--- src/rtl/pi1_sevseg_pkg.sv ---
// rtl/pi1_sevseg_pkg.sv - PI1 op encodings, register offsets and seven-segment helpers
package pi1_sevseg_pkg;

    typedef enum logic [1:0] {
        PINOOP = 2'b00,
        PIWROP = 2'b01,
        PIRDOP = 2'b10,
        PIRWOP = 2'b11
    } pi1_op_e;

    localparam logic [1:0] REG_DIGITS = 2'd0;
    localparam logic [1:0] REG_CTRL   = 2'd1;
    localparam logic [1:0] REG_BRIGHT = 2'd2;

    localparam logic [6:0] SEG_OFF = 7'h7F;

    // Active-low segments, bit order g..a
    function automatic logic [6:0] hex2seg(input logic [3:0] nib);
        logic [6:0] seg;
        case (nib)
            4'h0: seg = 7'h40;
            4'h1: seg = 7'h79;
            4'h2: seg = 7'h24;
            4'h3: seg = 7'h30;
            4'h4: seg = 7'h19;
            4'h5: seg = 7'h12;
            4'h6: seg = 7'h02;
            4'h7: seg = 7'h78;
            4'h8: seg = 7'h00;
            4'h9: seg = 7'h10;
            4'hA: seg = 7'h08;
            4'hB: seg = 7'h03;
            4'hC: seg = 7'h46;
            4'hD: seg = 7'h21;
            4'hE: seg = 7'h06;
            default: seg = 7'h0E;
        endcase
        return seg;
    endfunction

    function automatic logic [31:0] byte_merge(input logic [31:0] old_v,
                                               input logic [31:0] new_v,
                                               input logic [3:0]  sel);
        logic [31:0] res;
        res = old_v;
        for (int b = 0; b < 4; b++) begin
            if (sel[b]) res[8*b +: 8] = new_v[8*b +: 8];
        end
        return res;
    endfunction

endpackage

--- src/rtl/sevseg_hexdec.sv ---
// rtl/sevseg_hexdec.sv - combinational hex nibble to active-low segment decoder
module sevseg_hexdec
    import pi1_sevseg_pkg::*;
(
    input  logic [3:0] i_nibble,
    output logic [6:0] o_seg
);

    assign o_seg = hex2seg(i_nibble);

endmodule

--- src/rtl/pi1_sevseg.sv ---
// rtl/pi1_sevseg.sv - PI1 slave multiplexing an 8-digit common-anode display
// Optional brightness PWM enabled by defining PI1_SEVSEG_PWM_EN.
module pi1_sevseg
    import pi1_sevseg_pkg::*;
#(
    parameter int ARCHBITSZ = 32,
    parameter int CLKFREQ   = 50000000,
    parameter int REFRESHHZ = 1000
) (
    input  logic                   clk_i,
    input  logic                   rst_i,
    input  logic [1:0]             pi1_op_i,
    input  logic [ARCHBITSZ-3:0]   pi1_addr_i,
    input  logic [ARCHBITSZ-1:0]   pi1_data_i,
    output logic [ARCHBITSZ-1:0]   pi1_data_o,
    input  logic [ARCHBITSZ/8-1:0] pi1_sel_i,
    output logic                   pi1_rdy_o,
    output logic [ARCHBITSZ-1:0]   pi1_mapsz_o,
    output logic [7:0]             an_o,
    output logic [6:0]             seg_o,
    output logic                   dp_o
);

    localparam int PERIOD = CLKFREQ / (8 * REFRESHHZ);
    localparam int CNTW   = (PERIOD > 1) ? $clog2(PERIOD) : 1;
    localparam logic [CNTW-1:0] CNT_MAX = CNTW'(PERIOD - 1);

    logic [31:0]     r_digits;
    logic [15:0]     r_ctrl;
    logic            r_rdy;
    logic [31:0]     r_data;
    logic [CNTW-1:0] r_cnt;
    logic [2:0]      r_idx;
    logic [7:0]      r_an;
    logic [6:0]      r_seg;
    logic            r_dp;

    pi1_op_e     w_op;
    logic [1:0]  w_reg;
    logic        w_accept;
    logic        w_wr;
    logic [31:0] w_rdval;
    logic [31:0] w_wdata;
    logic [3:0]  w_bright;
    logic [3:0]  w_nib;
    logic [6:0]  w_seg;
    logic        w_on;
    logic        w_unused_addr;

    assign w_op          = pi1_op_e'(pi1_op_i);
    assign w_reg         = pi1_addr_i[1:0];
    assign w_unused_addr = ^pi1_addr_i[ARCHBITSZ-3:2];
    assign w_accept      = r_rdy && (w_op != PINOOP);
    assign w_wr          = w_accept && ((w_op == PIWROP) || (w_op == PIRWOP));
    assign w_wdata       = byte_merge(w_rdval, pi1_data_i, pi1_sel_i);

`ifdef PI1_SEVSEG_PWM_EN
    logic [3:0] r_bright;
    logic [3:0] r_pwm;
    assign w_bright = r_bright;
`else
    assign w_bright = 4'd0;
`endif

    always_comb begin
        w_rdval = 32'd0;
        case (w_reg)
            REG_DIGITS: w_rdval = r_digits;
            REG_CTRL:   w_rdval = {16'd0, r_ctrl};
            REG_BRIGHT: w_rdval = {28'd0, w_bright};
            default:    w_rdval = 32'd0;
        endcase
    end

    // Response is captured at the accept edge and held until the next accept
    always_ff @(posedge clk_i or posedge rst_i) begin
        if (rst_i) begin
            r_rdy  <= 1'b1;
            r_data <= 32'd0;
        end else if (w_accept) begin
            r_rdy  <= 1'b0;
            r_data <= (w_op == PIWROP) ? 32'd0 : w_rdval;
        end else begin
            r_rdy  <= 1'b1;
        end
    end

    always_ff @(posedge clk_i or posedge rst_i) begin
        if (rst_i) begin
            r_digits <= 32'd0;
            r_ctrl   <= 16'd0;
`ifdef PI1_SEVSEG_PWM_EN
            r_bright <= 4'd15;
`endif
        end else if (w_wr) begin
            case (w_reg)
                REG_DIGITS: r_digits <= w_wdata;
                REG_CTRL:   r_ctrl   <= w_wdata[15:0];
`ifdef PI1_SEVSEG_PWM_EN
                REG_BRIGHT: r_bright <= w_wdata[3:0];
`endif
                default: ;
            endcase
        end
    end

    always_ff @(posedge clk_i or posedge rst_i) begin
        if (rst_i) begin
            r_cnt <= '0;
            r_idx <= 3'd0;
        end else if (r_cnt == CNT_MAX) begin
            r_cnt <= '0;
            r_idx <= r_idx + 3'd1;
        end else begin
            r_cnt <= r_cnt + 1'b1;
        end
    end

    assign w_nib = r_digits[{r_idx, 2'b00} +: 4];

    sevseg_hexdec u_hexdec (
        .i_nibble (w_nib),
        .o_seg    (w_seg)
    );

`ifdef PI1_SEVSEG_PWM_EN
    always_ff @(posedge clk_i or posedge rst_i) begin
        if (rst_i) r_pwm <= 4'd0;
        else       r_pwm <= r_pwm + 4'd1;
    end
    assign w_on = r_ctrl[r_idx] && (r_pwm < r_bright);
`else
    assign w_on = r_ctrl[r_idx];
`endif

    // A dark slot blanks anodes, segments and decimal point together
    always_ff @(posedge clk_i or posedge rst_i) begin
        if (rst_i) begin
            r_an  <= 8'hFF;
            r_seg <= SEG_OFF;
            r_dp  <= 1'b1;
        end else begin
            r_an  <= w_on ? ~(8'd1 << r_idx) : 8'hFF;
            r_seg <= w_on ? w_seg : SEG_OFF;
            r_dp  <= w_on ? ~r_ctrl[{1'b1, r_idx}] : 1'b1;
        end
    end

    assign pi1_rdy_o   = r_rdy;
    assign pi1_data_o  = r_data;
    assign pi1_mapsz_o = ARCHBITSZ'(16);
    assign an_o        = r_an;
    assign seg_o       = r_seg;
    assign dp_o        = r_dp;

endmodule

--- config.mk ---
export PLATFORM = sky130hd
export DESIGN_NAME = pi1_sevseg
export DESIGN_NICKNAME = d
export VERILOG_FILES = /design/src/rtl/pi1_sevseg_pkg.sv /design/src/rtl/sevseg_hexdec.sv /design/src/rtl/pi1_sevseg.sv
export SDC_FILE = /design/constraint.sdc
export NUM_CORES = 1
export LEC_CHECK = 0
export CAP_MARGIN = 20
export CORE_AREA = 2 2 116 118
export CTS_BUF_LIST = sky130_fd_sc_hd__clkbuf_4 sky130_fd_sc_hd__clkbuf_8 sky130_fd_sc_hd__clkbuf_16
export DETAILED_ROUTE_END_ITERATION = 12
export DIE_AREA = 0 0 118 120
export GPL_TIMING_DRIVEN = 1
export PLACE_DENSITY_LB_ADDON = 0.3
export SYNTH_ARGS = -nofsm -noshare
export SYNTH_HDL_FRONTEND = slang
export SYNTH_HIERARCHICAL = 1
export SYNTH_SLANG_ARGS = --single-unit
export TNS_END_PERCENT = 20
--- constraint.sdc ---
create_clock -name clk_i -period 3.9 [get_ports clk_i]
set_clock_uncertainty 0.05 [all_clocks]
set_input_delay 1.17 -clock clk_i [delete_from_list [all_inputs] [get_ports clk_i]]
set_output_delay 1.17 -clock clk_i [all_outputs]
set_load 0.02 [all_outputs]
==> flow_metrics.tcl <==
set metrics [dict create \
    status "finished, final reports clean" \
    cap_violations 0 \
    syn_inst 493 \
    port_buffers 90 \
    die_w_um 118 \
    p_sw_share_pct 28.7 \
    clock_latency_ns 0.42 \
    syn_area_um2 5580 \
    io_pins 151 \
    required_ns 4.18 \
    yosysTopAreaCell "dfrtp_1" \
    clk_pin_slew_ns 0.05 \
    grt_pass1_vias 4129 \
    finalNonFillerCells 772 \
    leakagePower_nw 3.14 \
    grt_usage_pct 18.8 \
    dp_hpwl_um 8750 \
    setup.worst_path.start_class "flop" \
    wl_per_cell_um 16.3 \
    cts_tree "done" \
    hold_path_class "reg -> reg" \
    worstPathArrival_ns 3.22 \
    endpoint_kind "flop" \
    wl_um 12600 \
    rsz0062_at_grt "no" \
    tightest_slew_ns 0.801 \
    whs_ns 0.450 \
    start_util_pct 43.0 \
    antenna_found_initial 0 \
    dp_cells 740 \
    cts_resized 0 \
    ant_nets 0 \
    dr.first_iter.drc_count 229 \
    syn2layout_area_growth_pct 27.7 \
    pre_cts_slack_ns 0.960 \
    internal_power_mw 2.86 \
    crit_fanout 12 \
    yosys-top-cells-count "dfrtp_1, nor2_1, nand2_1" \
    grt_first_pass_wirelength_um 20900 \
    layout_setup_ws_ns 0.957 \
    routed_via_density 5.20 \
    grt_start_max_net_pins 53 \
    routabilityCongestion 0.807 \
    finalSetupTns_ns 0 \
    nNetsFinal 668 \
    power_density_nw_per_um2 564 \
    yosys.area.top_type_share_pct 43.1 \
    cts_hold_buf 0 \
    syn_avg_cell_area_um2 11.3 \
    synthDistinctLibCells 44 \
    die_h_um 120 \
    power.share.clock_pct 36.4 \
    relSlewSlack_pct 46.3 \
    seqPwrFrac_pct 39.5 \
    yosysWarningCount 6 \
    dieArea_um2 14200 \
    dr.pass1.iters 4 \
    synth_edf_count 0 \
    synth_ff_type "dfrtp_1" \
    remaining_drc_errors 0 \
    yosysSeqAreaShare_pct 51.1 \
    grt_overflow_total 0 \
    period_share_pct 75.5 \
    diodes 0 \
    peakVddDrop_v 0.000312 \
    cts_setup_buffers 0 \
    num_rows 42 \
    clock_sinks 113 \
    hold_viol 0 \
    clockRootBuffer "clkbuf_16" \
    yosysMostFrequentCell "dfrtp_1" \
    route.vias.total 4012 \
    period_needed_ns 2.94 \
    worstSetupPathType "reg -> reg" \
    ys_ff_latch 113 \
    core_um2 13000 \
    setup_viol 0 \
    power_frac_comb_pct 24.1 \
    h-tree-depth 4 \
    fmax_mhz 340 \
    p_sw_mw 1.15 \
    drive_gt1_share_pct 17.8 \
    synthTopCellsByArea "dfrtp_1, dfstp_2, a22o_1, mux4_2, buf_4" \
    synth-async-reset-ratio_pct 100 \
    slew_viol_final 0 \
    cts_buffer_depth 2 \
    cts_made_buffers 17 \
]
## worst max-delay path, cell delays in order, from the launching register on
cell,delay [ns]
dfrtp_1,0.76
mux4_2,0.60
nand2_1,0.08
nand2_1,0.17
inv_1,0.18
ha_1,0.15
inv_1,0.06
mux4_1,0.48
or2_2,0.31
## flip-flops by register name (all words and copies together) (netlist names)
name	count
pi1_data_o	32
r_digits	32
r_ctrl	16
r_cnt	13
an_o	8
seg_o	7
r_idx	3
dp_o	1
pi1_rdy_o	1
## layout by cell type (no fill, tap or decap), types with 3 or more instances in the layout
master           Yosys  layout
dfrtp_1             96      96
clkdlybuf4s50_1      0      90
nor2_1              58      58
nand2_1             38      38
a22o_1              34      34
a31oi_1             32      32
conb_1               2      32
mux2i_1             22      22
mux2_2              18      18
or3_1               17      17
dfstp_2             17      17
clkbuf_16            0      17
ha_1                15      15
mux4_2              12      12
buf_4               35      10
inv_1                9       8
or2_2                7       7
clkinv_2             0       6
nand4_1              5       5
nand3_1              5       5
a21oi_1              5       5
xnor2_1              5       5
o21ai_0              5       5
clkbuf_4             0       5
and2_1               3       3
xor2_1               3       3
clkbuf_8             0       3
## routing by layer
layer / global-route usage (%) / up-vias / share of wire [%]
li1: - / 1875 / -
met1: 24.9 / 2004 / 46
met2: 29.7 / 113 / 48
met3: 4.66 / 20 / 4.6
met4: 7.98 / 0 / 2.4
met5: 0 / - / 0
## final timing paths
| kind | start | to | slack, ns | cells after the start |
|---|---|---|---|---|
| max | r_idx[0] | seg_o[3] | 0.96 | 8 |
| min | pi1_data_o[6] | pi1_data_o[6] | 0.45 | 1 |
| max reg2reg | r_idx[0] | seg_o[3] | 0.96 | 8 |
| min reg2reg | pi1_data_o[6] | pi1_data_o[6] | 0.45 | 1 |
| max in group asynchronous | rst_i | pi1_rdy_o | 1.85 | 3 |
| min in group asynchronous | rst_i | pi1_data_o[20] | 1.15 | 2 |
## power groups by stage
stage                     Combinational, mW  Clock, mW  Sequential (mW)
after global placement                0.943          0             1.59
after floorplan                       0.555          0             1.66
after CTS                             0.978       1.49             1.58
after global routing                   1.06       1.54             1.61
after detailed placement              0.968          0             1.60
final                                 0.969       1.46             1.59
## area by class of cell
cell class | instances | area (um2)
flip-flops and latches | 113 | 2850
fillers | 1183 | 5860
clock inverters | 7 | 60.1
well taps | 176 | 220
clock buffers | 25 | 504
repair buffers | 102 | 1020
multi-input cells | 339 | 2430
inverters | 10 | 41.3
## cells by family after synthesis
kind of cell / Yosys count / synth area share, %
multiplexers: 53 / 12.9
AND/OR/NAND/NOR: 149 / 12.9
other: 2 / 0.135
flip-flops: 113 / 51.1
buffers and inverters: 71 / 7.69
AO/OA/AOI/OAI: 82 / 10.6
XOR/XNOR: 8 / 1.26
adder cells (fa/ha/maj): 15 / 3.36
## metrics by stage
| step | utilization [%] | cell area (um2) | power [mW] |
|---|---|---|---|
| detailed placement | 50.5 | 6560 | 2.57 |
| floorplan | - | 5690 | 2.22 |
| CTS | 54.9 | 7120 | 4.05 |
| global route | 54.9 | 7120 | 4.21 |
| global placement | 50.5 | 6560 | 2.53 |
| finish | 54.9 | 7120 | 4.01 |
Power figures use the tool's default switching activity.
